===== src/rtl/corsel_2l_block_if.sv =====
// rtl/corsel_2l_block_if.sv - operand/result bundle for the two-stage residue correction pipeline
// Optional err_flag signal is present when CORSEL_2L_ERR_FLAG_EN is defined.
interface corsel_2l_block_if #(
    parameter int unsigned DATA_WIDTH = 18
);
    logic [DATA_WIDTH-1:0] A;
    logic [1:0]            sign_in;
    logic [DATA_WIDTH-1:0] A_out;
    logic [DATA_WIDTH-1:0] cor_result;
`ifdef CORSEL_2L_ERR_FLAG_EN
    logic                  err_flag;

    modport master (output A, sign_in, input A_out, cor_result, err_flag);
    modport slave  (input A, sign_in, output A_out, cor_result, err_flag);
`else
    modport master (output A, sign_in, input A_out, cor_result);
    modport slave  (input A, sign_in, output A_out, cor_result);
`endif
endinterface


===== src/rtl/corsel_2l_block.sv =====
// rtl/corsel_2l_block.sv - two-stage pipelined residue +/- DIGIT_CORRECT mod MODULUS
// Optional macro CORSEL_2L_ERR_FLAG_EN adds a latency-matched err_flag output.
module corsel_2l_block #(
    parameter int unsigned DATA_WIDTH    = 18,
    parameter int unsigned MODULUS       = 177147,
    parameter int unsigned DIGIT_CORRECT = 33343
) (
    input  logic              clk,
    input  logic              rst_n,
    corsel_2l_block_if.slave  bus
);
    localparam int W = DATA_WIDTH;
    localparam logic [W:0] MOD_W1 = (W+1)'(MODULUS);
    localparam logic [W:0] DC_W1  = (W+1)'(DIGIT_CORRECT);

    // Stage 1: raw candidates keep their carry/borrow bit for stage-2 reduction
    logic [W-1:0] a1_q,   a1_d;
    logic [1:0]   sign1_q, sign1_d;
    logic [W:0]   add1_q, add1_d;
    logic [W:0]   sub1_q, sub1_d;

    logic [W-1:0] a2_q,   a2_d;
    logic [W-1:0] res2_q, res2_d;

    logic [W+1:0] add_red;
    logic [W:0]   sub_fix;
    logic [W-1:0] add_res;
    logic [W-1:0] sub_res;

    always_comb begin
        a1_d    = bus.A;
        sign1_d = bus.sign_in;
        add1_d  = {1'b0, bus.A} + DC_W1;
        sub1_d  = {1'b0, bus.A} - DC_W1;
    end

    // No borrow from (sum - MODULUS) means the sum reached MODULUS and must wrap
    always_comb begin
        add_red = {1'b0, add1_q} - {1'b0, MOD_W1};
        sub_fix = sub1_q + MOD_W1;
        add_res = add_red[W+1] ? add1_q[W-1:0] : add_red[W-1:0];
        sub_res = sub1_q[W]    ? sub_fix[W-1:0] : sub1_q[W-1:0];
        a2_d    = a1_q;
        case (sign1_q)
            2'd1:    res2_d = add_res;
            2'd2:    res2_d = sub_res;
            default: res2_d = a1_q;
        endcase
    end

    always_ff @(posedge clk or negedge rst_n) begin
        if (!rst_n) begin
            a1_q    <= '0;
            sign1_q <= '0;
            add1_q  <= '0;
            sub1_q  <= '0;
            a2_q    <= '0;
            res2_q  <= '0;
        end else begin
            a1_q    <= a1_d;
            sign1_q <= sign1_d;
            add1_q  <= add1_d;
            sub1_q  <= sub1_d;
            a2_q    <= a2_d;
            res2_q  <= res2_d;
        end
    end

    assign bus.A_out      = a2_q;
    assign bus.cor_result = res2_q;

`ifdef CORSEL_2L_ERR_FLAG_EN
    logic err1_q, err1_d;
    logic err2_q;

    assign err1_d = (bus.sign_in == 2'd3) || ({1'b0, bus.A} >= MOD_W1);

    always_ff @(posedge clk or negedge rst_n) begin
        if (!rst_n) begin
            err1_q <= 1'b0;
            err2_q <= 1'b0;
        end else begin
            err1_q <= err1_d;
            err2_q <= err1_q;
        end
    end

    assign bus.err_flag = err2_q;
`endif
endmodule


===== src/flat_wrapper.sv =====
// flat-port wrapper written by rule: the top's interface ports become plain ports
module corsel_2l_block_flat 
#(
    parameter int unsigned DATA_WIDTH    = 18,
    parameter int unsigned MODULUS       = 177147,
    parameter int unsigned DIGIT_CORRECT = 33343
)
  (clk, rst_n, bus_A, bus_sign_in, bus_A_out, bus_cor_result);
  corsel_2l_block_if #(.DATA_WIDTH(DATA_WIDTH)) bus_i ();
  input  logic clk;
  input  logic rst_n;
  input wire logic [$bits(bus_i.A)-1:0] bus_A;
  input wire logic [$bits(bus_i.sign_in)-1:0] bus_sign_in;
  output wire logic [$bits(bus_i.A_out)-1:0] bus_A_out;
  output wire logic [$bits(bus_i.cor_result)-1:0] bus_cor_result;
  assign bus_i.A = bus_A;
  assign bus_i.sign_in = bus_sign_in;
  assign bus_A_out = bus_i.A_out;
  assign bus_cor_result = bus_i.cor_result;
  corsel_2l_block #(.DATA_WIDTH(DATA_WIDTH), .MODULUS(MODULUS), .DIGIT_CORRECT(DIGIT_CORRECT)) u_core (.clk(clk), .rst_n(rst_n), .bus(bus_i));
endmodule

===== config.mk =====
export PLATFORM = sky130hd
export DESIGN_NAME = corsel_2l_block_flat
export DESIGN_NICKNAME = d
export VERILOG_FILES = /design/src/rtl/corsel_2l_block_if.sv /design/src/rtl/corsel_2l_block.sv /design/src/flat_wrapper.sv
export SDC_FILE = /design/constraint.sdc
export NUM_CORES = 1
export LEC_CHECK = 0
export ABC_AREA = 1
export ABC_CLOCK_PERIOD_IN_PS = 2300
export CORE_ASPECT_RATIO = 0.75
export CORE_MARGIN = 2
export CORE_UTILIZATION = 40
export DETAILED_ROUTE_END_ITERATION = 10
export PLACE_DENSITY_LB_ADDON = 0.08
export RECOVER_POWER = 100
export SETUP_SLACK_MARGIN = 0.5
export SLEW_MARGIN = 10
export SYNTH_ARGS = -nofsm -noshare
export SYNTH_HDL_FRONTEND = slang
export SYNTH_SLANG_ARGS = --single-unit

===== constraint.sdc =====
create_clock -name clk -period 2.3 [get_ports clk]
set_input_delay 0.46 -clock clk [delete_from_list [all_inputs] [get_ports clk]]
set_output_delay 0.46 -clock clk [all_outputs]
set_load 0.005 [all_outputs]

==> results.ini <==
[run_status]
outcome = finished clean

[yosys]
yosys.area.top_type = dfrtp_1
synth.area.top_cells = dfrtp_1 48%, nand2_1 13%, nand3_1 6.8%
yosysSeqAreaShare_pct = 48.3
ys_ff_latch = 93
netlist_area_mm2 = 0.00481
synth.most_common_cell = nand2_1
netlist-cell-type-count = 33
synthesis.instances = 625
synth.top_cells.by_count = 169 x nand2_1, 93 x dfrtp_1, 83 x nor2_1
avgSynthCellArea_um2 = 7.70
synth-main-ff-cell = dfrtp_1
synth_top_cell_area_share_pct = 48.3
synth_edf_count = 0
synth_warnings = 0
async_flop_share_pct = 100
synth_nets = 653

[global_routing]
antenna_found_initial = 0
track_usage_pct = 22.7
grt_pass1_vias = 4215
grt_pass1_wl_mm = 22.3
grt_max_degree = 40
gr-total-overflow = 0

[drt]
drtIter0Drc = 411
vias = 4467
final_antenna_net_count = 0
drcViolationCount = 0
wirelength_mm = 14.0
wl_per_cell_um = 15.5
first_pass_iters = 7
routed_via_density = 4.95

[clock_network]
postCtsHoldBufs = 0
cts_tree = done
cts_max_level = 3
cts-buffers-inserted = 9
clkTransAtPathRegs_ns = 0.07
cts_buffer_depth = 2
clock-sinks = 93
cts-root-buf = clkbuf_16
clkLatencyLatePin_ns = 0.34

[die]
initial_core_util_pct = 41.3
pin_count = 58
core_area_mm2 = 0.0117
dieWidth_um = 131
rows = 34
die_area_mm2 = 0.0129
die_h_um = 99

[timing]
clock_skew_ns = 0.00919
final_hold_viol_count = 0
fmax_mhz = 507
rsz0062_at_grt = true
layout_min_cycle_time_ns = 1.97
worstMarginPinSlew_ns = 0.944
slew_violations = 0
post-route-period-util_pct = 85.7
finalSetupViolations = 0
slew_headroom_pct = 37.1

[power_and_ir_drop]
p_leak_nw = 3.15
power_w = 0.00447
vdd_drop_max_uv = 323
p_per_area_mw_per_mm2 = 693

[critical_path]
slowest_stage = dfrtp_1
endpoint_kind = flip-flop
arrival_ns = 2.21
path_class = reg2reg
crit_fanout = 6
cpPeakStageDelay_ns = 0.45
cp.required_ns = 2.53
start_kind = flip-flop
path_cells = inv_1, nand4_1, nor2_1, nand3b_4, nand2_4, nand2_1, nand3_2, nand2_2, nand2_2, nand2_1

[cells_and_area]
layout-drive-gt1-share_pct = 16.6
nets = 763
fill_cells = 1100
stdcell_count = 903
area_growth_pct = 34.1

[job]
drv_cap = 0

[worst_hold_path]
hp-class = in2async

[place]
place.gp.congestion = 0.916
placedCellCount = 870
portBuffers = 57
hpwl_mm = 10.5

[logic make-up after synthesis]
family	after synthesis	synth area share, %
compound gates	57	6.50
xor+xnor	30	5.46
fa+ha+maj	6	1.56
buf+inv	96	7.98
flops	93	48.3
simple gates	343	30.2
[area by class of cell]
class,instances,area [um2],area share (%)
Antenna cell,1,2.50,0.0388
Clock buffer,10,239,3.70
Clock inverter,6,116,1.80
Inverter,81,310,4.81
Multi-Input combinational cell,438,2300,35.7
Sequential cell,93,2340,36.2
Tap cell,162,203,3.14
Timing Repair Buffer,112,947,14.7
[worst max-delay path, delay by kind of cell (launching register included)]
family / cells / cell delay (ns)
simple gates: 9 / 1.18
flops: 1 / 0.45
buf+inv: 1 / 0.23
[sequential cells by signal, indices dropped and copies added (netlist names)]
| signal | flops |
|---|---|
| u_core.add1_q | 19 |
| u_core.bus.A_out | 18 |
| u_core.sign1_q | 2 |
| u_core.sub1_q | 18 |
| u_core.a1_q | 18 |
| u_core.bus.cor_result | 18 |
[per-stage QoR]
stage	util, %	hold WS, ns	instance area, um2	TNS [ns]	setup WS [ns]
6_report	55.4	0.251	6460	0	0.328
4_1_cts	53.8	0.102	6270	0	0.486
2_1_floorplan	-	0.164	4810	0	0.640
3_3_place_gp	50.0	0.364	5820	0	0.0239
3_5_place_dp	50.0	0.361	5820	-0.0546	-0.0319
5_1_grt	55.4	0.304	6450	0	0.237
[placed cells by master (no fill, tap or decap), types with 3 or more instances in the layout]
| cell type | synthesis | routed |
|---|---|---|
| nand2_1 | 169 | 155 |
| dfrtp_1 | 93 | 86 |
| inv_1 | 77 | 74 |
| nor2_1 | 83 | 73 |
| nand3_1 | 65 | 63 |
| dlygate4sd3_1 | 0 | 47 |
| buf_4 | 0 | 37 |
| xor2_1 | 29 | 29 |
| a21oi_1 | 25 | 25 |
| o21ai_0 | 22 | 19 |
| nand2_2 | 1 | 15 |
| clkbuf_1 | 8 | 14 |
| clkbuf_16 | 0 | 10 |
| dfrtp_2 | 0 | 7 |
| nor2_2 | 0 | 6 |
| nor2_4 | 2 | 6 |
| nand4_1 | 6 | 6 |
| inv_2 | 4 | 5 |
| nand3b_1 | 5 | 5 |
| o21ai_2 | 1 | 4 |
| nor3_1 | 8 | 4 |
| nor3_2 | 0 | 3 |
| a21oi_2 | 3 | 3 |
| ha_1 | 6 | 3 |
| bufinv_16 | 0 | 3 |
| dlygate4sd2_1 | 0 | 3 |
| clkbuf_2 | 2 | 3 |
[worst paths after layout]
| kind | end | slack, ns | cells after the start | start |
|---|---|---|---|---|
| max in group asynchronous | u_core.add1_q[16]$_DFF_PN0_ | 0.61 | 2 | rst_n |
| setup reg to reg | u_core.bus.cor_result[16]$_DFF_PN0_ | 0.33 | 10 | u_core.add1_q[10]$_DFF_PN0_ |
| setup / recovery | u_core.bus.cor_result[16]$_DFF_PN0_ | 0.33 | 10 | u_core.add1_q[10]$_DFF_PN0_ |
| hold reg to reg | u_core.bus.A_out[16]$_DFF_PN0_ | 0.38 | 0 | u_core.a1_q[16]$_DFF_PN0_ |
| hold / removal | u_core.a1_q[3]$_DFF_PN0_ | 0.25 | 1 | rst_n |
| min in group clk | u_core.a1_q[4]$_DFF_PN0_ | 0.32 | 1 | bus_A[4] |
[where the power goes]
part | internal (W) | switching, W | total (W)
clock | 0.00110 | 0.000643 | 0.00175
sequential | 0.00177 | 0.000104 | 0.00187
combinational | 0.000348 | 0.000504 | 0.000852
[per-layer routing]
metal | track usage (%) | wire [um]
met1 | 37.1 | 7100
met2 | 31.0 | 5880
met3 | 3.69 | 914
met4 | 5.24 | 135
met5 | 0 | 0
[timing repair]
action | in CTS | in global routing
endpoints found under the setup margin | 27 | 31
resized for setup | 22 | 64
pin swaps | 2 | 20
setup buffers | 4 | 9
cloned | 0 | 3
No activity file was read; power rests on OpenSTA's default activity.
